<file path="config.mk">
export PLATFORM = sky130hd
export DESIGN_NAME = adder_pipe
export DESIGN_NICKNAME = d
export VERILOG_FILES = /design/src/rtl/adder_pipe.sv
export SDC_FILE = /design/constraint.sdc
export NUM_CORES = 1
export LEC_CHECK = 0
export BUFFER_PORTS_ARGS = -buffer_cell sky130_fd_sc_hd__buf_2
export CORE_ASPECT_RATIO = 1.2
export CORE_MARGIN = 5
export CORE_UTILIZATION = 40
export DETAILED_ROUTE_END_ITERATION = 6
export GPL_TIMING_DRIVEN = 0
export REMOVE_ABC_BUFFERS = 1
export SYNTH_ARGS = -nofsm -noshare
export SYNTH_HDL_FRONTEND = slang
export SYNTH_SLANG_ARGS = --single-unit
</file>
<file path="constraint.sdc">
create_clock -name clk -period 5.9 [get_ports clk]
set_input_delay 1.77 -clock clk [delete_from_list [all_inputs] [get_ports clk]]
set_output_delay 1.77 -clock clk [all_outputs]
set_load 0.1 [all_outputs]
</file>
<file path="src/rtl/adder_pipe.sv">
// rtl/adder_pipe.sv - pipelined add/sub/accumulate unit with valid/ready on both sides
module adder_pipe #(
    parameter int WIDTH     = 8,
    parameter int OUT_WIDTH = 16,
    parameter int STAGES    = 2
) (
    input  logic                 clk,
    input  logic                 reset,
    input  logic                 in_valid,
    output logic                 in_ready,
    input  logic [WIDTH-1:0]     a,
    input  logic [WIDTH-1:0]     b,
    input  logic [1:0]           op,
    output logic                 out_valid,
    input  logic                 out_ready,
    output logic [OUT_WIDTH-1:0] out,
    output logic                 ovf
);

    typedef enum logic [1:0] {
        OP_ADD = 2'b00,
        OP_SUB = 2'b01,
        OP_ACC = 2'b10,
        OP_CLR = 2'b11
    } op_t;

    generate
        if (WIDTH < 2 || OUT_WIDTH < WIDTH + 1 || STAGES < 1 || STAGES > 4) begin : g_bad_params
            $error("adder_pipe: illegal WIDTH/OUT_WIDTH/STAGES combination");
        end
    endgenerate

    logic [OUT_WIDTH-1:0] acc;
    logic [OUT_WIDTH-1:0] a_ext;
    logic [OUT_WIDTH-1:0] b_ext;
    logic [OUT_WIDTH:0]   acc_sum;
    logic [OUT_WIDTH-1:0] res;
    logic                 res_ovf;
    logic                 stall;
    logic                 accept;

    logic [STAGES-1:0]    vld;
    logic [STAGES-1:0]    flg;
    logic [OUT_WIDTH-1:0] data [STAGES];

    assign stall    = vld[STAGES-1] && !out_ready;
    assign in_ready = !stall;
    assign accept   = in_valid && in_ready;

    assign a_ext   = OUT_WIDTH'(a);
    assign b_ext   = OUT_WIDTH'(b);
    assign acc_sum = {1'b0, acc} + {1'b0, a_ext} + {1'b0, b_ext};

    // Result and flag are fully resolved at accept time and only carried down the pipe.
    always_comb begin
        res     = '0;
        res_ovf = 1'b0;
        case (op_t'(op))
            OP_ADD: res = a_ext + b_ext;
            OP_SUB: begin
                res     = a_ext - b_ext;
                res_ovf = (a < b);
            end
            OP_ACC: begin
                res     = acc_sum[OUT_WIDTH-1:0];
                res_ovf = acc_sum[OUT_WIDTH];
            end
            OP_CLR: res = acc;
            default: res = '0;
        endcase
    end

    always_ff @(posedge clk) begin
        if (reset) begin
            vld <= '0;
            flg <= '0;
            acc <= '0;
            for (int i = 0; i < STAGES; i++) begin
                data[i] <= '0;
            end
        end else begin
            if (accept && op_t'(op) == OP_ACC) begin
                acc <= acc_sum[OUT_WIDTH-1:0];
            end else if (accept && op_t'(op) == OP_CLR) begin
                acc <= '0;
            end
            // A stall freezes the whole pipe; data regs load only behind a valid token.
            if (!stall) begin
                vld[0] <= accept;
                if (accept) begin
                    data[0] <= res;
                    flg[0]  <= res_ovf;
                end
                for (int i = 1; i < STAGES; i++) begin
                    vld[i] <= vld[i-1];
                    if (vld[i-1]) begin
                        data[i] <= data[i-1];
                        flg[i]  <= flg[i-1];
                    end
                end
            end
        end
    end

    assign out_valid = vld[STAGES-1];
    assign out       = data[STAGES-1];
    assign ovf       = flg[STAGES-1];

endmodule

</file>
; Word-level counts from Yosys, hierarchy flattened
; Memory sizes are Yosys's and may differ from the RTL's.
; Index checks and enable logic that the tools add are counted.
[op_classes]
addsub = 4
order_cmp = 1
eq_ne = 3
mux = 16
bitwise = 3
reduce_logical = 10
[ops]
columns = operator, n
row1 = two-way mux 16 bit, 4
row2 = one-hot mux 16 bit (4 select lines), 1
row3 = adder 16 x 8 -> 17 bit, 1
row4 = adder 17 x 8 -> 17 bit, 1
row5 = two-way mux 1 bit, 10
row6 = adder 8 x 8 -> 9 bit, 1
row7 = subtractor 8 x 8 -> 9 bit, 1
row8 = < comparator 8 bit, 1
row9 = "== test 2 bit, second input constant", 2
row10 = logical AND 1 bit, 4
row11 = AND reduction 2 bit, 2
row12 = "== test 2 x 1 -> 1 bit, second input constant", 1
row13 = logical NOT 1 bit, 2
row14 = logical NOT 2 bit, 1
row15 = OR 1 bit, 2
row16 = one-hot mux 1 bit (2 select lines), 1
row17 = nonzero test 2 bit, 1
row18 = NOT 1 bit, 1
[totals]
regBits = 20
ram_bits = 32
inputBits = 22
output_inout_bits = 19
word_cells = 42
n_memories = 1
[memory_table]
columns = name, words, width, rd, rd_ports_with_merged_regs, write_ports, line
row1 = data, 2, 16, 2, 0, 2, 44  ; logic [OUT_WIDTH-1:0] data [STAGES];

; Logic depth before layout (Yosys ltp)
; Gate-level depths: netlist of run 1.
[depth]
word_depth = 9
depth_mapped = 10
depth_no_buf = 10

; Worst setup path before layout of run 1
; Ideal clock, no wire load.
[synth_path]
path_kind = input to output
start = input out_ready
end = output in_ready
t_arrival_ps = 2454
required_time_ps = 4130
slack_ps = 1676
path_stages = 2
n_path_buf = 0
cell_sequence = nor2b_4 inv_1
[synth_between]
elab_chain_cells = 3
[synth_rtl]
columns = element, line
row1 = from (decl), 15  ; input logic out_ready,
row2 = logical NOT 1 bit, 46  ; assign stall = vld[STAGES-1] && !out_ready;
row3 = logical AND 1 bit, 46
row4 = logical NOT 1 bit, --
row5 = to (decl), 10  ; output logic in_ready,
; No other way between the ends.

==> results of run 1 <==
-- power by group through the flow --
stage / combinational [mW] / sequential, mW / clock [mW]
detailed placement: 0.319 / 0.428 / 0
finish: 0.319 / 0.419 / 0.198
global route: 0.350 / 0.422 / 0.221
global placement: 0.314 / 0.427 / 0
floorplan: 0.180 / 0.493 / 0
CTS: 0.320 / 0.419 / 0.205
-- logic make-up after synthesis --
group                    share of synthesized area
AO/OA/AOI/OAI                               0.2150
XOR/XNOR                                   0.03023
adder cells (fa/ha/maj)                     0.1515
buffers and inverters                      0.07409
flip-flops                                  0.3615
multiplexers                              0.009633
AND/OR/NAND/NOR                             0.1581
-- cell type report --
| class | instances | area [um2] | share of cell area |
|---|---|---|---|
| Clock buffer | 6 | 72.57 | 0.01808 |
| Clock inverter | 2 | 16.27 | 0.004052 |
| Inverter | 22 | 82.58 | 0.02057 |
| Multi-Input combinational cell | 283 | 2131 | 0.5309 |
| Sequential cell | 52 | 1361 | 0.3392 |
| Tap cell | 120 | 150.1 | 0.03741 |
| Timing Repair Buffer | 40 | 200.2 | 0.04988 |
-- registers in the layout, summed over array words and instances, names as in the netlist --
name and cells:
flg 2, acc 16, vld 2, data 32
-- cell usage after synthesis, drive strengths merged, types with 2 or more instances --
| library cell | count | area [um2] |
|---|---|---|
| a221o | 2 | 20.02 |
| a21oi | 27 | 135.1 |
| nor2b | 3 | 26.27 |
| a221oi | 6 | 58.80 |
| xnor2 | 8 | 70.07 |
| a22o | 6 | 52.55 |
| buf | 23 | 151.4 |
| ha | 28 | 350.3 |
| o221ai | 2 | 17.52 |
| xor2 | 5 | 43.79 |
| o31ai | 7 | 52.55 |
| a211o | 2 | 18.77 |
| nand3 | 3 | 15.01 |
| inv | 22 | 82.58 |
| o21ai | 19 | 98.85 |
| nand4 | 3 | 33.78 |
| nor3 | 6 | 30.03 |
| o21a | 2 | 15.01 |
| clkbuf | 12 | 45.04 |
| nor2 | 30 | 112.6 |
| nand3b | 2 | 15.01 |
| and2 | 17 | 106.4 |
| mux2 | 2 | 26.27 |
| a22oi | 7 | 52.55 |
| and3 | 3 | 18.77 |
| edfxtp | 32 | 960.9 |
| fa | 11 | 220.2 |
| a211oi | 7 | 52.55 |
| nor3b | 3 | 22.52 |
| o211ai | 3 | 27.52 |
| nand2b | 13 | 81.33 |
| dfxtp | 20 | 400.4 |
| nand2 | 24 | 90.09 |
| a31oi | 8 | 50.05 |
| a21o | 6 | 45.04 |
-- final timing paths --
check	slack [ns]	startpoint	to
max	1.51	a[1]	data[0][13]
min	0.48	flg[0]	flg[1]
max reg2reg	2.80	acc[1]	data[0][13]
min reg2reg	0.48	flg[0]	flg[1]
-- through the flow --
step | area, um2 | worst slack [ns] | total power [mW] | hold slack, ns
after floorplan | 3570 | 1.676 | 0.6735 | 0.4375
after global placement | 3920 | 1.236 | 0.7414 | 0.4660
after detailed placement | 3925 | 1.189 | 0.7464 | 0.4704
after CTS | 4014 | 1.491 | 0.9440 | 0.4842
after global routing | 4014 | 1.329 | 0.9929 | 0.5079
final | 4014 | 1.511 | 0.9369 | 0.4817
-- worst min-delay path: cells and delay by family, from the launching register on --
family           cells  cell delay (ns)
flip-flops           1             0.33
AND/OR/NAND/NOR      1             0.06
AO/OA/AOI/OAI        1             0.05
-- per-layer routing --
| metal | wire [um] | vias up | GRT usage |
|---|---|---|---|
| li1 | - | 1426 | - |
| met1 | 3719 | 1292 | 0.1928 |
| met2 | 3725 | 75 | 0.2436 |
| met3 | 426 | 4 | 0.01792 |
| met4 | 65 | 0 | 0.02550 |
| met5 | 0 | - | 0 |
==> summary.txt, run 1 <==
Status
  • Outcome: finished, final reports clean

Logic synthesis
  • Number of synthesized flops with an enable pin: 32
  • Syn Std Cell Area: 3766 um2
  • Top_reg_cell synth: edfxtp_1
  • Mean Syn Cell Area: 9.607 um2
  • Sequential share of the synthesized area: 0.3615
  • Post-synthesis cell type count: 62
  • Flops & latches, synth: 52
  • Cells after Synth: 392
  • Post-synth ARST share: 0
  • YS warnings: 0

STA
  • Unrepaired setup endpoints after global routing: false
  • Hold Vio Cnt, Final: 0
  • Clock Skews: 0.006106 ns
  • Minimum clock period: around 4.4 ns
  • Worst Max-Slew Pin Slew: 0.9134 ns
  • Max_slew headroom: 0.3877
  • Max Freq: 227.9 MHz
  • Final setup vio count: 0
  • Slew Limit Fails: 0
  • Setup TNS: 0 ns
  • Fin crit share: 0.7439

Detailed routing
  • Via density: around 5.3
  • WL final: 7936 um
  • Vias after detailed routing: roughly 2800
  • 1st-iter DRT viols: 284
  • Residual DRC: 0
  • Number of routed nets with antenna violations: 0
  • Per-cell routed wire length: 15.12 um
  • Drt pass-1 iters: 5

Pwr
  • Comb power frac: 0.341
  • Internal power: around 0.60 mW
  • Sw power: 0.3386 mW
  • P_leak: 1.652 nW
  • Reg power frac: 0.447
  • Clk pwr share: 0.212
  • Switching share of power: 0.3614
  • Worst vdd ir: 0.1169 mV
  • Power Density: 233.4 nW/um2

Critical path
  • Crit path kind: input pin to register
  • Worst EP arrival: ~4.5 ns
  • CP startpoint kind: input pin
  • Slowest stage delay, CP: around 0.49 ns
  • Critical-path cell list: buf_2, fa_1, ha_1, fa_1, a211oi_1, o211ai_1, and3_1, nor2_1, o21ai_0, a31oi_1
  • R2R cell count: 9
  • Critical Path RT: 6.04 ns
  • Crit-path leading delay family: adder cells
  • Cell mode on critical path: fa_1
  • Crit. End Element: register
  • CP max FO: 5
  • Critical path depth: 10
  • Worst path slowest cell: fa_1
  • WP buf/inv: 1

Floorplan
  • Starting Density: 0.4126
  • Site Rows: 38
  • Die width: about 100 um
  • Die ar.: 11460 um2
  • Die height: 116.3 um
  • IO Pins: 41
  • Placeable Area: between 9000 and 10000 um2

Clocking
  • Clock root cell: clkbuf_8
  • CTS Buffer Depth: 2
  • CTS tree: yes
  • CTS Sinks: 52
  • Post-CTS Resized: 0
  • Htree depth: 2
  • Post-CTS Setup Bufs: 0
  • Hold_buf cts: 0
  • CTS Buf Count: 5
  • Worst skew pair latency: 0.30 ns
  • Reg clk slew, reported paths: 0.10 ns

Final layout
  • Antenna cell count: 0
  • Core Util, Final: 0.4397
  • Most frequent cells in the layout: buf_2, edfxtp_1, nor2_1, ha_1, a21oi_1
  • Synth-to-layout area growth: 6.578%
  • Finished Layout Cells: approximately 530
  • Most common cell after layout, fill and taps aside: buf_2
  • FILL cells: 907
  • Nets: 465
  • Layout cell share with drive strength beyond 1: 0.1457

Job
  • Max_cap viols: 0

Place
  • Final Wtd Congestion: 0.8554
  • IO buf count: 40
  • # placed instances: 517
  • Detail Placement HPWL: 6212 um

GRT
  • Antenna violations before repair: 0
  • First-pass GRT wire length: around 13000 um
  • Total GRT Usage: 0.1410
  • Overflow after GRT: 0
  • Largest net degree at the start of global routing: 23
  • Number of global-route vias before repair: 2662

Hold path
  • WHS Path Cells: 2
  • Min-delay worst type: register to register
(Power assumes the default switching activity.)
==> run 2, diff against run 1 <==
Clock period 5.9 ns to 3.7 ns, I/O delays scaled along.
==> run 2 against run 1 <==
Final cell count is the same. Sequential power grew 59%. Non-clock buffer count is the same. Register-to-register slack lost 2.0 ns. Utilization grew 0.11 points. First-iteration DRC count shrank 16%. Flip-flop and latch count is the same. Wire length grew 1.8%. Total power grew 60%. Sequential share of layout area shrank 0.084 points. Clock power grew 60%. Cell area grew 0.25%.
==> summary.txt, run 2 (same netlist as run 1, synthesis figures left out) <==
Status
  • Outcome: finished, final reports clean

Final layout
  • Antenna cell count: 0
  • Nets: 465
  • Most flop-heavy register: data
  • Synth-to-layout area growth: 6.844%
  • Registers with the most flip-flops: data x32, acc x16
  • Layout cell share with drive strength beyond 1: 0.1531
  • FILL cells: 906
  • Most common cell after layout, fill and taps aside: buf_2
  • Most frequent cells in the layout: buf_2, edfxtp_1, nor2_1, a21oi_1, ha_1
  • Max FFs per register: 32
  • Finished Layout Cells: 525

Floorplan
  • Placeable Area: 9129 um2
  • Starting Density: 0.4126
  • Site Rows: 38
  • Die width: 98.58 um
  • IO Pins: 41
  • Die height: 116.3 um
  • Die ar.: 11460 um2

STA
  • Slew Limit Fails: 0
  • Fin crit share: 0.9497
  • Clock Skews: 0.004340 ns
  • Setup TNS: 0 ns
  • Unrepaired setup endpoints after global routing: false
  • Minimum clock period: about 3.5 ns
  • Max_slew headroom: 0.3900
  • Hold Vio Cnt, Final: 0
  • Max Freq: 284.6 MHz
  • Hold Worst Slack: 0.4847 ns
  • Worst Max-Slew Pin Slew: between 0.9 and 1 ns
  • Final setup vio count: 0

Critical path
  • CP startpoint kind: input pin
  • R2R cell count: 9
  • Critical-path cell list: buf_2, fa_1, ha_2, fa_2, a211o_2, nand2b_1, mux2i_1, a311o_1, nor3_1, a211oi_1
  • Worst EP arrival: 3.53 ns
  • Crit. End Element: register
  • Critical R2R Launch: acc[1]
  • Worst path slowest cell: fa_1
  • Crit path kind: input pin to register
  • Register-to-Register Setup Slack: 0.82 ns
  • Critical Path RT: 3.72 ns
  • Slowest stage delay, CP: 0.49 ns
  • WP buf/inv: 1
  • CP max FO: 5
  • Crit-path leading delay family: adder cells
  • Reg2Reg Capture Point: data[0][7]

Pwr
  • Comb power frac: 0.343
  • Power Density: 372.9 nW/um2
  • Reg power frac: 0.445
  • Sw power: 0.5440 mW
  • Internal power: about 0.96 mW
  • Clk pwr share: 0.212
  • Worst vdd ir: 0.1858 mV
  • Switching share of power: 0.3625
  • P_leak: between 1.5 and 2 nW

Clocking
  • Reg clk slew, reported paths: 0.09 ns
  • CTS Buffer Depth: 2
  • Clock root cell: clkbuf_8
  • Post-CTS Setup Bufs: 0
  • CTS tree: yes
  • Hold_buf cts: 0
  • CTS Buf Count: 5
  • Worst skew pair latency: about 0.30 ns
  • Htree depth: 2
  • CTS Sinks: 52

Detailed routing
  • Number of routed nets with antenna violations: 0
  • 1st-iter DRT viols: 238
  • Per-cell routed wire length: 15.39 um
  • Drt pass-1 iters: 4
  • Via density: 5.383
  • Residual DRC: 0
  • Vias after detailed routing: about 2800
  • WL final: 8082 um

GRT
  • Most used routing layer: met2
  • Grt met3 use: 0.01792
  • Grt met2 use: 0.2436
  • Met1 usage: 0.1928
  • First-pass GRT wire length: around 13000 um
  • Total GRT Usage: 0.1410
  • Number of global-route vias before repair: 2662
  • Antenna violations before repair: 0
  • Overflow after GRT: 0
  • Largest net degree at the start of global routing: 23

Place
  • IO buf count: 40
  • Final Wtd Congestion: 0.8554
  • Detail Placement HPWL: between 6000 and 7000 um
  • # placed instances: just over 500

Hold path
  • Hold path start: flg[0]
  • Min-delay worst type: register to register
  • Hold endpoint: flg[1]
  • WHS Path Cells: 2

Job
  • Max_cap viols: 0
==> run 2: stage by stage <==
stage	instance area, um2	setup slack, ns	utilization	total power [mW]
finish	4024	0.1860	0.4408	1.501
global route	4024	0.03846	0.4408	1.587
CTS	4019	0.08607	0.4402	1.507
detailed placement	3925	-0.3507	0.4300	1.190
global placement	3920	-0.3037	0.4294	1.182
floorplan	3570	0.1594	-	1.074
==> run 2: power groups by stage <==
stage	Sequential, mW	Clock (mW)	Combinational, mW
after floorplan	0.786	0	0.287
after global placement	0.681	0	0.501
after detailed placement	0.682	0	0.508
after CTS	0.669	0.327	0.512
after global routing	0.673	0.352	0.562
final	0.668	0.317	0.515
==> run 2: what timing repair did <==
item                       CTS  global route
gates cloned                 0             0
setup endpoints to repair    2             4
gates resized for setup      1             2
==> run 2: routing by layer <==
metal	part of all wire	vias to the layer above
li1	-	1425
met1	0.46	1323
met2	0.48	74
met3	0.055	4
met4	0.0080	0
met5	0	-
==> run 2: final cells by class <==
class,instances,area [um2],share of cell area
sequential,52,1361,0.3383
multi-input combinational,283,2141,0.5320
inverter,22,82.58,0.02052
timing repair buffer,40,200.2,0.04975
clock inverter,2,16.27,0.004042
tap,120,150.1,0.03731
clock buffer,6,72.57,0.01803
==> run 2: how the worst max path moves through the flow <==
stage / start / endpoint / slack, ns / cells past startpoint
global placement: a[1] / data[0][15] / -0.30 / 10
CTS: a[1] / data[0][7] / 0.09 / 10
finish: a[1] / data[0][7] / 0.19 / 10
global route: a[1] / data[0][7] / 0.04 / 10
detailed placement: a[1] / data[0][13] / -0.35 / 10
floorplan: a[1] / data[0][7] / 0.16 / 9
==> run 2: worst register-to-register path, stage by stage, from the launching register on <==
cell,delay [ns]
dfxtp_1,0.39
fa_1,0.44
ha_2,0.24
fa_2,0.38
a211o_2,0.36
nand2b_1,0.11
mux2i_1,0.10
a311o_1,0.33
nor3_1,0.18
a211oi_1,0.07
